[src/rtl/parking_pkg.sv]
// Shared types for the parking-lot entry/exit sensor decoder: FSM states and sensor codes.
package parking_pkg;

  typedef enum logic [2:0] {
    StIdle,
    StEnt1,
    StEnt2,
    StEnt3,
    StEx1,
    StEx2,
    StEx3,
    StResync
  } parking_state_t;

  // Sensor pair s = {a, b}; 1 = beam blocked.
  localparam logic [1:0] S_CLEAR = 2'b00;
  localparam logic [1:0] S_A     = 2'b10;
  localparam logic [1:0] S_BOTH  = 2'b11;
  localparam logic [1:0] S_B     = 2'b01;

endpackage

[src/rtl/parking_sensor_fsm_if.sv]
// Sensor inputs and counter-pulse outputs of the parking sensor decoder.
interface parking_sensor_fsm_if;

  logic a;
  logic b;
  logic inc;
  logic dec;
  logic fault;

  modport master (
    output a,
    output b,
    input  inc,
    input  dec,
    input  fault
  );

  modport slave (
    input  a,
    input  b,
    output inc,
    output dec,
    output fault
  );

endinterface

[src/rtl/parking_sensor_fsm_core.sv]
// Sensor sequence decoder: emits inc/dec pulses on completed entries/exits and flags stalls.
module parking_sensor_fsm_core
  import parking_pkg::*;
#(
  parameter int unsigned STALL_LIMIT = 1000
) (
  input  logic                 clk,
  input  logic                 reset,
  parking_sensor_fsm_if.slave  bus
);

  localparam int unsigned CntW = $clog2(STALL_LIMIT + 1);
  localparam logic [CntW-1:0] CntMax = CntW'(STALL_LIMIT);

  logic [1:0]     s;
  logic [1:0]     s_prev_q;
  parking_state_t state_q, state_d;
  logic [CntW-1:0] cnt_q, cnt_d;
  logic           inc_q, inc_d;
  logic           dec_q, dec_d;
  logic           fault_q, fault_d;

  assign s = {bus.a, bus.b};

  // Each state holds on its own code, steps back on its predecessor's code.
  always_comb begin
    state_d = state_q;
    inc_d   = 1'b0;
    dec_d   = 1'b0;
    unique case (state_q)
      StIdle: begin
        case (s)
          S_CLEAR: state_d = StIdle;
          S_A:     state_d = StEnt1;
          S_B:     state_d = StEx1;
          default: state_d = StResync;
        endcase
      end
      StEnt1: begin
        case (s)
          S_A:     state_d = StEnt1;
          S_BOTH:  state_d = StEnt2;
          S_CLEAR: state_d = StIdle;
          default: state_d = StResync;
        endcase
      end
      StEnt2: begin
        case (s)
          S_BOTH:  state_d = StEnt2;
          S_B:     state_d = StEnt3;
          S_A:     state_d = StEnt1;
          default: state_d = StResync;
        endcase
      end
      StEnt3: begin
        case (s)
          S_B:     state_d = StEnt3;
          S_BOTH:  state_d = StEnt2;
          S_CLEAR: begin
            state_d = StIdle;
            inc_d   = 1'b1;
          end
          default: state_d = StResync;
        endcase
      end
      StEx1: begin
        case (s)
          S_B:     state_d = StEx1;
          S_BOTH:  state_d = StEx2;
          S_CLEAR: state_d = StIdle;
          default: state_d = StResync;
        endcase
      end
      StEx2: begin
        case (s)
          S_BOTH:  state_d = StEx2;
          S_A:     state_d = StEx3;
          S_B:     state_d = StEx1;
          default: state_d = StResync;
        endcase
      end
      StEx3: begin
        case (s)
          S_A:     state_d = StEx3;
          S_BOTH:  state_d = StEx2;
          S_CLEAR: begin
            state_d = StIdle;
            dec_d   = 1'b1;
          end
          default: state_d = StResync;
        endcase
      end
      StResync: begin
        if (s == S_CLEAR) state_d = StIdle;
      end
      default: state_d = StResync;
    endcase
  end

  // Stall counter saturates; any sensor change or IDLE clears it.
  always_comb begin
    cnt_d = cnt_q;
    if ((state_q == StIdle) || (state_d == StIdle) || (s != s_prev_q)) begin
      cnt_d = '0;
    end else if (cnt_q != CntMax) begin
      cnt_d = cnt_q + 1'b1;
    end
    fault_d = (cnt_d == CntMax);
  end

  always_ff @(posedge clk or negedge reset) begin
    if (!reset) begin
      state_q  <= StResync;
      s_prev_q <= S_CLEAR;
      cnt_q    <= '0;
      inc_q    <= 1'b0;
      dec_q    <= 1'b0;
      fault_q  <= 1'b0;
    end else begin
      state_q  <= state_d;
      s_prev_q <= s;
      cnt_q    <= cnt_d;
      inc_q    <= inc_d;
      dec_q    <= dec_d;
      fault_q  <= fault_d;
    end
  end

  assign bus.inc   = inc_q;
  assign bus.dec   = dec_q;
  assign bus.fault = fault_q;

endmodule

[src/rtl/sync2.sv]
// One-bit two-flop synchronizer with asynchronous active-low reset.
module sync2 (
  input  logic clk,
  input  logic reset,
  input  logic d,
  output logic q
);

  logic meta_q;
  logic sync_q;

  always_ff @(posedge clk or negedge reset) begin
    if (!reset) begin
      meta_q <= 1'b0;
      sync_q <= 1'b0;
    end else begin
      meta_q <= d;
      sync_q <= meta_q;
    end
  end

  assign q = sync_q;

endmodule

[src/rtl/parking_sensor_fsm.sv]
// Parking sensor decoder top. Define PARKING_SENSOR_SYNC_EN to add 2-flop input synchronizers.
module parking_sensor_fsm #(
  parameter int unsigned STALL_LIMIT = 1000
) (
  input  logic clk,
  input  logic reset,
  input  logic a,
  input  logic b,
  output logic inc,
  output logic dec,
  output logic fault
);

  parking_sensor_fsm_if bus ();

`ifdef PARKING_SENSOR_SYNC_EN
  logic a_sync;
  logic b_sync;

  sync2 u_sync_a (
    .clk   (clk),
    .reset (reset),
    .d     (a),
    .q     (a_sync)
  );

  sync2 u_sync_b (
    .clk   (clk),
    .reset (reset),
    .d     (b),
    .q     (b_sync)
  );

  assign bus.a = a_sync;
  assign bus.b = b_sync;
`else
  // Inputs must already be synchronous to clk in this build.
  assign bus.a = a;
  assign bus.b = b;
`endif

  parking_sensor_fsm_core #(
    .STALL_LIMIT (STALL_LIMIT)
  ) u_core (
    .clk   (clk),
    .reset (reset),
    .bus   (bus)
  );

  assign inc   = bus.inc;
  assign dec   = bus.dec;
  assign fault = bus.fault;

endmodule

[config.mk]
export PLATFORM = sky130hd
export DESIGN_NAME = parking_sensor_fsm
export DESIGN_NICKNAME = d
export VERILOG_FILES = /design/src/rtl/parking_pkg.sv /design/src/rtl/parking_sensor_fsm_if.sv /design/src/rtl/parking_sensor_fsm_core.sv /design/src/rtl/sync2.sv /design/src/rtl/parking_sensor_fsm.sv
export SDC_FILE = /design/constraint.sdc
export NUM_CORES = 1
export LEC_CHECK = 0
export ABC_CLOCK_PERIOD_IN_PS = 2450
export BUFFER_PORTS_ARGS = -buffer_cell sky130_fd_sc_hd__buf_4
export CELL_PAD_IN_SITES_DETAIL_PLACEMENT = 0
export CELL_PAD_IN_SITES_GLOBAL_PLACEMENT = 1
export CORE_AREA = 2 2 56 58
export DETAILED_ROUTE_END_ITERATION = 12
export DIE_AREA = 0 0 58 60
export PLACE_DENSITY_LB_ADDON = 0.1
export SKIP_CTS_REPAIR_TIMING = 1
export SYNTH_ARGS = -nofsm -noshare
export SYNTH_HDL_FRONTEND = slang
export SYNTH_SLANG_ARGS = --single-unit
[constraint.sdc]
create_clock -name clk -period 2.45 [get_ports clk]
set_input_delay 0.1225 -clock clk [delete_from_list [all_inputs] [get_ports clk]]
set_output_delay 0.1225 -clock clk [all_outputs]
set_load 0.005 [all_outputs]
Word level (Yosys, flattened, before mapping) --
Index checks and enable logic that the tools add are counted. Widths: inputs -> output; s select.
Word-level totals: register bits 18, input bits 4, output and inout port bits 3, logic and storage cells 39
Operators by class: add/subtract/negate cells 1, equal/unequal tests 13, multiplexer cells 14, reduce and logical (&&, ||, !) cells 5
Operator list (count):
- $pmux 3 s3 | 6
- $pmux 3 s8 | 1
- $mux 10 | 2
- $eq 3x3->1 const B | 4
- $add 10x1->10 const B | 1
- $eq 10x10->1 const B | 1
- $ne 10x10->1 const B | 1
- $eq 3x2->1 const B | 2
- $logic_not 3->1 | 2
- $pmux 2 s3 | 1
- $eq 2x2->1 const B | 2
- $eq 3x1->1 const B | 1
- $mux 1 | 3
- $mux 3 | 1
- $eq 2x1->1 const B | 1
- $logic_not 2->1 | 1
- $logic_or 1x1->1 | 2
- $ne 2x2->1 | 1

Logic depth before layout (Yosys ltp) --
Gate-level depths: netlist (run 1).
depth in word-level cells 8, mapped depth 8, mapped depth without buffers 7

Worst setup path after synthesis (run 1) --
No wires, ideal clock.
kind register to register, start reg u_core.state_q[0], end reg u_core.cnt_q[9], library setup time 122 ps, arrival time 1690 ps, data required time 2328 ps, path slack 638 ps, cell stages (with the launch flop) 8, buffers on the path 2, period minus slack after synthesis 1812 ps, cells stage by stage dfstp_2 buf_6 nand2b_1 o221ai_1 a221o_1 o31ai_4 buf_6 nor2_2
Between the ends: cells in the longest elaborated chain, start to end 6, elaborated cells between the ends (all ways) 14, those cells by class 7 x eq/ne; 3 x mux; 4 x reduce/logical
RTL lines:
- from (decl) | RTL line parking_sensor_fsm_core.sv:17 | parking_state_t state_q, state_d;
- from (signal assigned) | RTL line parking_sensor_fsm_core.sv:113 | state_q <= StResync;
- from (signal assigned) | RTL line parking_sensor_fsm_core.sv:120 | state_q <= state_d;
- $eq 3x3->1 (tied with other cells) | RTL line parking_sensor_fsm_core.sv:30 | unique case (state_q)
- $pmux 3 s8 * | RTL line parking_sensor_fsm_core.sv:30
- net u_core.state_d[1] | RTL line parking_sensor_fsm_core.sv:17
- $logic_not 3->1 * | RTL line parking_sensor_fsm_core.sv:103 | if ((state_q == StIdle) || (state_d == StIdle) || (s != s_prev_q)) begin
- $logic_or 1x1->1 * (2 in series) | RTL line parking_sensor_fsm_core.sv:103
- $mux 10 * | RTL line parking_sensor_fsm_core.sv:103
- net u_core.cnt_d[9] | RTL line parking_sensor_fsm_core.sv:18 | logic [CntW-1:0] cnt_q, cnt_d;
- to (signal assigned) | RTL line parking_sensor_fsm_core.sv:122 | cnt_q <= cnt_d;
- to (decl) | RTL line parking_sensor_fsm_core.sv:18
The timed path passes the listed nets; every way through them passes the cells marked *.

Worst setup path after layout (run 1) --
start reg u_core.state_q[2], end reg u_core.cnt_q[0]
The elaborated chain is that of the path after synthesis.

==> results of run 1 <==
worst max-delay path: cells and delay by family, from the launching register on:
family / cells / cell delay, ps
buffers and inverters: 1 / 180
AND/OR/NAND/NOR: 2 / 500
AO/OA/AOI/OAI: 3 / 670
flip-flops: 1 / 650
cells in the mapped netlist, types with 3 or more instances:
| cell | number | share of area (%) |
|---|---|---|
| nor2_1 | 9 | 2.6 |
| buf_6 | 3 | 2.6 |
| dfstp_2 | 3 | 6.1 |
| a21oi_1 | 3 | 1.2 |
| inv_1 | 5 | 1.4 |
| xnor2_1 | 6 | 4.0 |
| o21ai_0 | 5 | 1.9 |
| ha_1 | 9 | 8.7 |
| dfrtp_1 | 15 | 29 |
| nand2_1 | 8 | 2.3 |
| nand3_1 | 6 | 2.3 |
| nor2_2 | 9 | 4.3 |
| xor2_1 | 4 | 2.7 |
| clkbuf_1 | 3 | 0.87 |
state kept, by name (all words and copies together) (netlist names):
signal and cells:
u_core.bus.dec 1, u_core.bus.fault 1, u_core.bus.inc 1, u_core.cnt_q 10, u_core.s_prev_q 2, u_core.state_q 3
cell families (layout without fill, tap and decap cells):
| logic type | count (synthesis) | after routing |
|---|---|---|
| adder cells (fa/ha/maj) | 9 | 9 |
| buffers and inverters | 14 | 18 |
| AO/OA/AOI/OAI | 22 | 22 |
| multiplexers | 3 | 3 |
| AND/OR/NAND/NOR | 58 | 58 |
| flip-flops | 18 | 18 |
| XOR/XNOR | 10 | 10 |
metrics by stage:
step                      hold WS (ps)  instances  util (%)  total power [mW]
after floorplan                 -173.1        134         -            0.7557
after global placement         -0.4161        165     46.29            0.8036
after detailed placement         4.183        165     46.29            0.8062
after CTS                       -324.9        169     47.20            0.9637
after global routing             5.220        171     47.89             1.027
final                            5.312        171     47.89            0.9583
cell type report:
type / count / area (um2)
multi-input combinational: 102 / 764.5
fill: 293 / 1513
timing repair buffer: 9 / 85.08
clock buffer: 4 / 26.28
sequential: 18 / 454.2
inverter: 5 / 18.77
tap: 33 / 41.29
routing by layer:
metal	global-route usage [%]	wire length, um	vias to the layer above
li1	-	-	473
met3	4.113	67	2
met2	23.38	1016	12
met1	25.61	1328	456
met4	2.990	12	0
met5	0	0	-
worst min-delay path by stage:
stage	from	to	slack [ps]	cells past startpoint
floorplan	reset	u_core.bus.dec	-170	0
global placement	reset	u_core.bus.dec	-0.4	1
detailed placement	reset	u_core.bus.inc	4	1
CTS	reset	u_core.bus.inc	-320	1
global route	a	u_core.s_prev_q[1]	5	1
finish	a	u_core.s_prev_q[1]	5	1
where the power goes:
group | switching [mW] | internal (mW) | total [mW]
clock network | 0.0904 | 0.0633 | 0.154
registers | 0.0784 | 0.356 | 0.434
logic | 0.186 | 0.184 | 0.370
==> out/qor.yml, run 1 <==
outcome:
  status: "complete, no violations"
floorplan:
  die_h_um: 60
  dieArea_mm2: 0.003480
  rows: 20
  start_util_pct: 44.78
  core-area_mm2: 0.002903
  ios: 7
  die_w_um: 58
placement:
  dp_hpwl_um: 1770
  placed_cell_area_mm2: 0.001344
  port_buffers: 6
  pre_cts_ws_ps: 342.9
  gp_congestion: 0.8768
clocking:
  cts_inserted_buffers: 3
  htreeDepth: 1
  clockRootBuffer: "clkbuf_4"
  ctsLongestPathBuffers: 2
  clk_pin_slew_ps: 100
  cts_tree: "yes"
  clk_latency_ps: 290
  clock-sinks: 18
setup_path:
  crit_fanout: 13
  path_class: "reg -> reg"
  rr_startpoint: "u_core.state_q[2]"
  critPathCapture: "u_core.cnt_q[0]"
  crit_arrival_ps: 2300
  cp_slowest_stage_delay_ps: 650
  critPathRequiredTime_ps: 2630
  r2r_slack_ps: 330
  cp_slowest_cell: "dfstp_2"
  critPathLaunch: "u_core.state_q[2]"
  cp-start-kind: "register"
  worstPathCellList: "or3b_2, a22oi_1, a21oi_2, o31ai_4, buf_12, nor2_2"
  rr_worst_depth: 6
  end_kind: "register"
  reg2reg_to: "u_core.cnt_q[0]"
drt:
  ant_nets: 0
  drt-pass1-iter-count: 4
  vias_per_cell: 5.515
  drt-total-wl_um: 2425
  wl_per_cell_um: 14.18
  drc: 0
  num_vias: 943
  drt_iter0_markers: 32
timing:
  setup_ws_ps: 332.4
  period_share_pct: 86.43
  final-setup-viol-count: 0
  final.setup.tns_ps: 0
  rsz0062_at_grt: "no"
  layout_min_cycle_time_ps: 2118
  slew_violations: 0
  fin_skew_ps: 7.604
  tightest_slew_ps: 465.0
  hold_viol_final: 0
  relSlewSlack_pct: 68.74
  fmax_ghz: 0.4722
logic_synthesis:
  synthXorXnorAreaFrac_pct: 6.737
  ys_warn_count: 0
  syn_inst: 134
  synth_ff_type: "dfrtp_1"
  syn_nets: 147
  synth_top_family_by_area: "simple AND/OR/NAND/NOR gates"
  synth-edff-count: 0
  synthMuxAreaShare_pct: 2.406
  ys_async_sr_fraction_pct: 100.0
  ys_seq_area_share_pct: 34.94
  ys_types: 47
  synth_fa_ha_area_share_pct: 8.662
  ys_ff_latch: 18
  syn_area_mm2: 0.001300
  synth_area_per_cell_um2: 9.701
  synthSimpleGateAreaFrac_pct: 26.47
  synth_compound_area_share_pct: 14.53
final_layout:
  syn2layout_area_growth_pct: 6.929
  final_cell_area_mm2: 0.001390
  n_antenna_cell: 0
  final_cell_mix: "dfrtp_1, nor2_1, nor2_2, ha_1, nand2_1"
  nets: 152
  drive_above_1_share_pct: 25.36
  final_common_cell: "dfrtp_1"
flow_run:
  cap_violations: 0
global_routing:
  gr-total-overflow: 0
  antenna_found_initial: 0
  grt_first_pass_wirelength_um: 4471
  grt_use_total_pct: 16.58
  grt_pass1_vias: 907
  grt_max_degree: 19
pwr:
  p_leak_nw: 0.5665
  vdd.ir_drop.worst_v: 0.0005003
  power.density_mw_per_mm2: 689.4
min_path:
  hold_path.class: "in -> reg"
Note: power is estimated with default switching activity, not from simulation.
==> run 2: changes to the inputs <==
--- a/config.mk
+++ b/config.mk
@@ -5,13 +5,14 @@
 export SDC_FILE = /design/constraint.sdc
 export NUM_CORES = 1
 export LEC_CHECK = 0
+export ABC_AREA = 1
 export ABC_CLOCK_PERIOD_IN_PS = 2450
 export BUFFER_PORTS_ARGS = -buffer_cell sky130_fd_sc_hd__buf_4
 export CELL_PAD_IN_SITES_DETAIL_PLACEMENT = 0
 export CELL_PAD_IN_SITES_GLOBAL_PLACEMENT = 1
-export CORE_AREA = 2 2 56 58
+export CORE_AREA = 2 2 57 59
 export DETAILED_ROUTE_END_ITERATION = 12
-export DIE_AREA = 0 0 58 60
+export DIE_AREA = 0 0 59 61
 export PLACE_DENSITY_LB_ADDON = 0.1
 export SKIP_CTS_REPAIR_TIMING = 1
 export SYNTH_ARGS = -nofsm -noshare
==> out/qor.yml, run 2 <==
outcome:
  status: "complete, no violations"
logic_synthesis:
  syn_area_mm2: 0.001244
  ys_ff_latch: 18
  ys_types: 22
  synth_area_leaders: "dfrtp_1, nor2_1, inv_1, ha_1, nand2_1"
  synth_area_per_cell_um2: 7.273
  synth_common_cells: "nor2_1, inv_1, nand2_1"
  ys_async_sr_fraction_pct: 100.0
  ys_seq_area_share_pct: 36.52
  yosys.area.top_type: "dfrtp_1"
  ys_warn_count: 0
  syn_inst: 171
  synth.most_common_cell: "nor2_1"
  synth_ff_type: "dfrtp_1"
  syn_nets: 184
  yosysTopAreaCellShare_pct: 30.18
  synth-edff-count: 0
global_routing:
  grt_first_pass_wirelength_um: 4519
  grt_pass1_vias: 1040
  grt_use_total_pct: 17.05
  antenna_found_initial: 0
  grt_max_degree: 19
  gr-total-overflow: 0
final_layout:
  nFillCells: 325
  largest_reg_flops: 10
  drive_above_1_share_pct: 13.59
  regMostFlops: "u_core.cnt_q"
  ff_latch_area_um2: 454.2
  nets: 198
  reg_top3: "u_core.cnt_q: 10 flops, u_core.state_q: 3 flops, u_core.s_prev_q: 2 flops"
  final_cell_mix: "nor2_1, inv_1, nand2_1, nand3_1, dfrtp_1"
  syn2layout_area_growth_pct: 12.27
  n_antenna_cell: 0
  multi_input_area_um2: 658.1
  final_common_cell: "nor2_1"
setup_path:
  path_class: "in -> reg"
  critPathLaunch: "a"
  crit_fanout: 9
  end_kind: "register"
  r2r_slack_ps: 750
  rr_startpoint: "u_core.state_q[2]"
  cp-start-kind: "input port"
  crit_arrival_ps: 2080
  critPathRequiredTime_ps: 2640
floorplan:
  die_h_um: 61
  die_w_um: 59
  rows: 20
  start_util_pct: 42.12
  ios: 7
  core-area_mm2: 0.002953
  dieArea_mm2: 0.003599
pwr:
  vdd.ir_drop.worst_v: 0.0003778
  power.density_mw_per_mm2: 742.7
  p_leak_nw: 0.7108
timing:
  final.setup.tns_ps: 0
  final-setup-viol-count: 0
  layout_min_cycle_time_ps: 1885
  fmax_ghz: 0.5304
  fin_skew_ps: 1.870
  rsz0062_at_grt: "no"
  relSlewSlack_pct: 79.69
  period_share_pct: 76.95
  slew_violations: 0
  setup_ws_ps: 564.7
  tightest_slew_ps: 303.5
  hold_viol_final: 0
placement:
  dp_hpwl_um: 2045
  pre_cts_ws_ps: 756.1
  port_buffers: 6
  gp_congestion: 0.7811
clocking:
  clockRootBuffer: "clkbuf_4"
  htreeDepth: 1
  clock-sinks: 18
  ctsLongestPathBuffers: 2
  cts_tree: "yes"
  clk_latency_ps: 290
  clk_pin_slew_ps: 100
  cts_inserted_buffers: 3
min_path:
  hold_path.class: "in -> async"
drt:
  wl_per_cell_um: 11.83
  vias_per_cell: 4.705
  drt-pass1-iter-count: 4
  drt_iter0_markers: 38
  drc: 0
  num_vias: 1021
  ant_nets: 0
  drt-total-wl_um: 2568
flow_run:
  cap_violations: 0
## run 2: cell type report
type	instances	area share [%]
Multi-Input combinational cell	118	47.13
Tap cell	33	2.957
Clock buffer	4	2.599
Sequential cell	18	32.53
Timing Repair Buffer	9	5.376
Inverter	35	9.409
## run 2: cells by family after synthesis
| kind of cell | share of synthesized area, % |
|---|---|
| compound gates | 2.616 |
| xor+xnor | 6.338 |
| fa+ha+maj | 9.054 |
| buf+inv | 10.56 |
| flops | 36.52 |
| simple gates | 34.91 |
## run 2: power breakdown
group	total (mW)	switching [mW]	internal (mW)
clock network	0.178	0.0876	0.0905
registers	0.421	0.0638	0.357
logic	0.438	0.289	0.149
## run 2: critical path: stages
cell	delay, ps
dlygate4sd3_1	550
buf_4	170
inv_1	100
ha_1	250
inv_1	100
nand3_1	80
nand2_1	50
nor2_1	100
nand3_1	90
nand2_2	90
nand3_4	90
nand2_4	140
nor2_4	50
nand2_1	70
nor2_2	30
## run 2: metrics by stage
step	power (mW)	utilization [%]	cells	area, um2	hold WS, ps
after floorplan	0.7589	-	171	1244	-173.1
after global placement	0.8679	45.04	210	1330	-0.1988
after detailed placement	0.8646	45.04	210	1330	7.699
after CTS	1.051	46.27	214	1366	-322.5
after global routing	1.137	47.29	217	1396	231.7
final	1.037	47.29	217	1396	230.3
## run 2: metal layers
metal	global-route usage [%]	wire length, um	share of wire [%]	vias to the layer above
li1	-	-	-	547
met1	19.55	1098	43	463
met2	31.11	1398	54	7
met3	1.279	22	0.86	4
met4	10.06	49	1.9	0
met5	0	0	0	-
## run 2: path summary, 6_finish.rpt
kind / endpoint / cells past startpoint
max in group asynchronous: u_core.state_q[2] / 2
min in group clk: u_core.s_prev_q[0] / 2
setup / recovery: u_core.bus.fault / 15
hold / removal: u_core.cnt_q[1] / 2
setup reg to reg: u_core.bus.fault / 9
hold reg to reg: u_core.bus.inc / 2
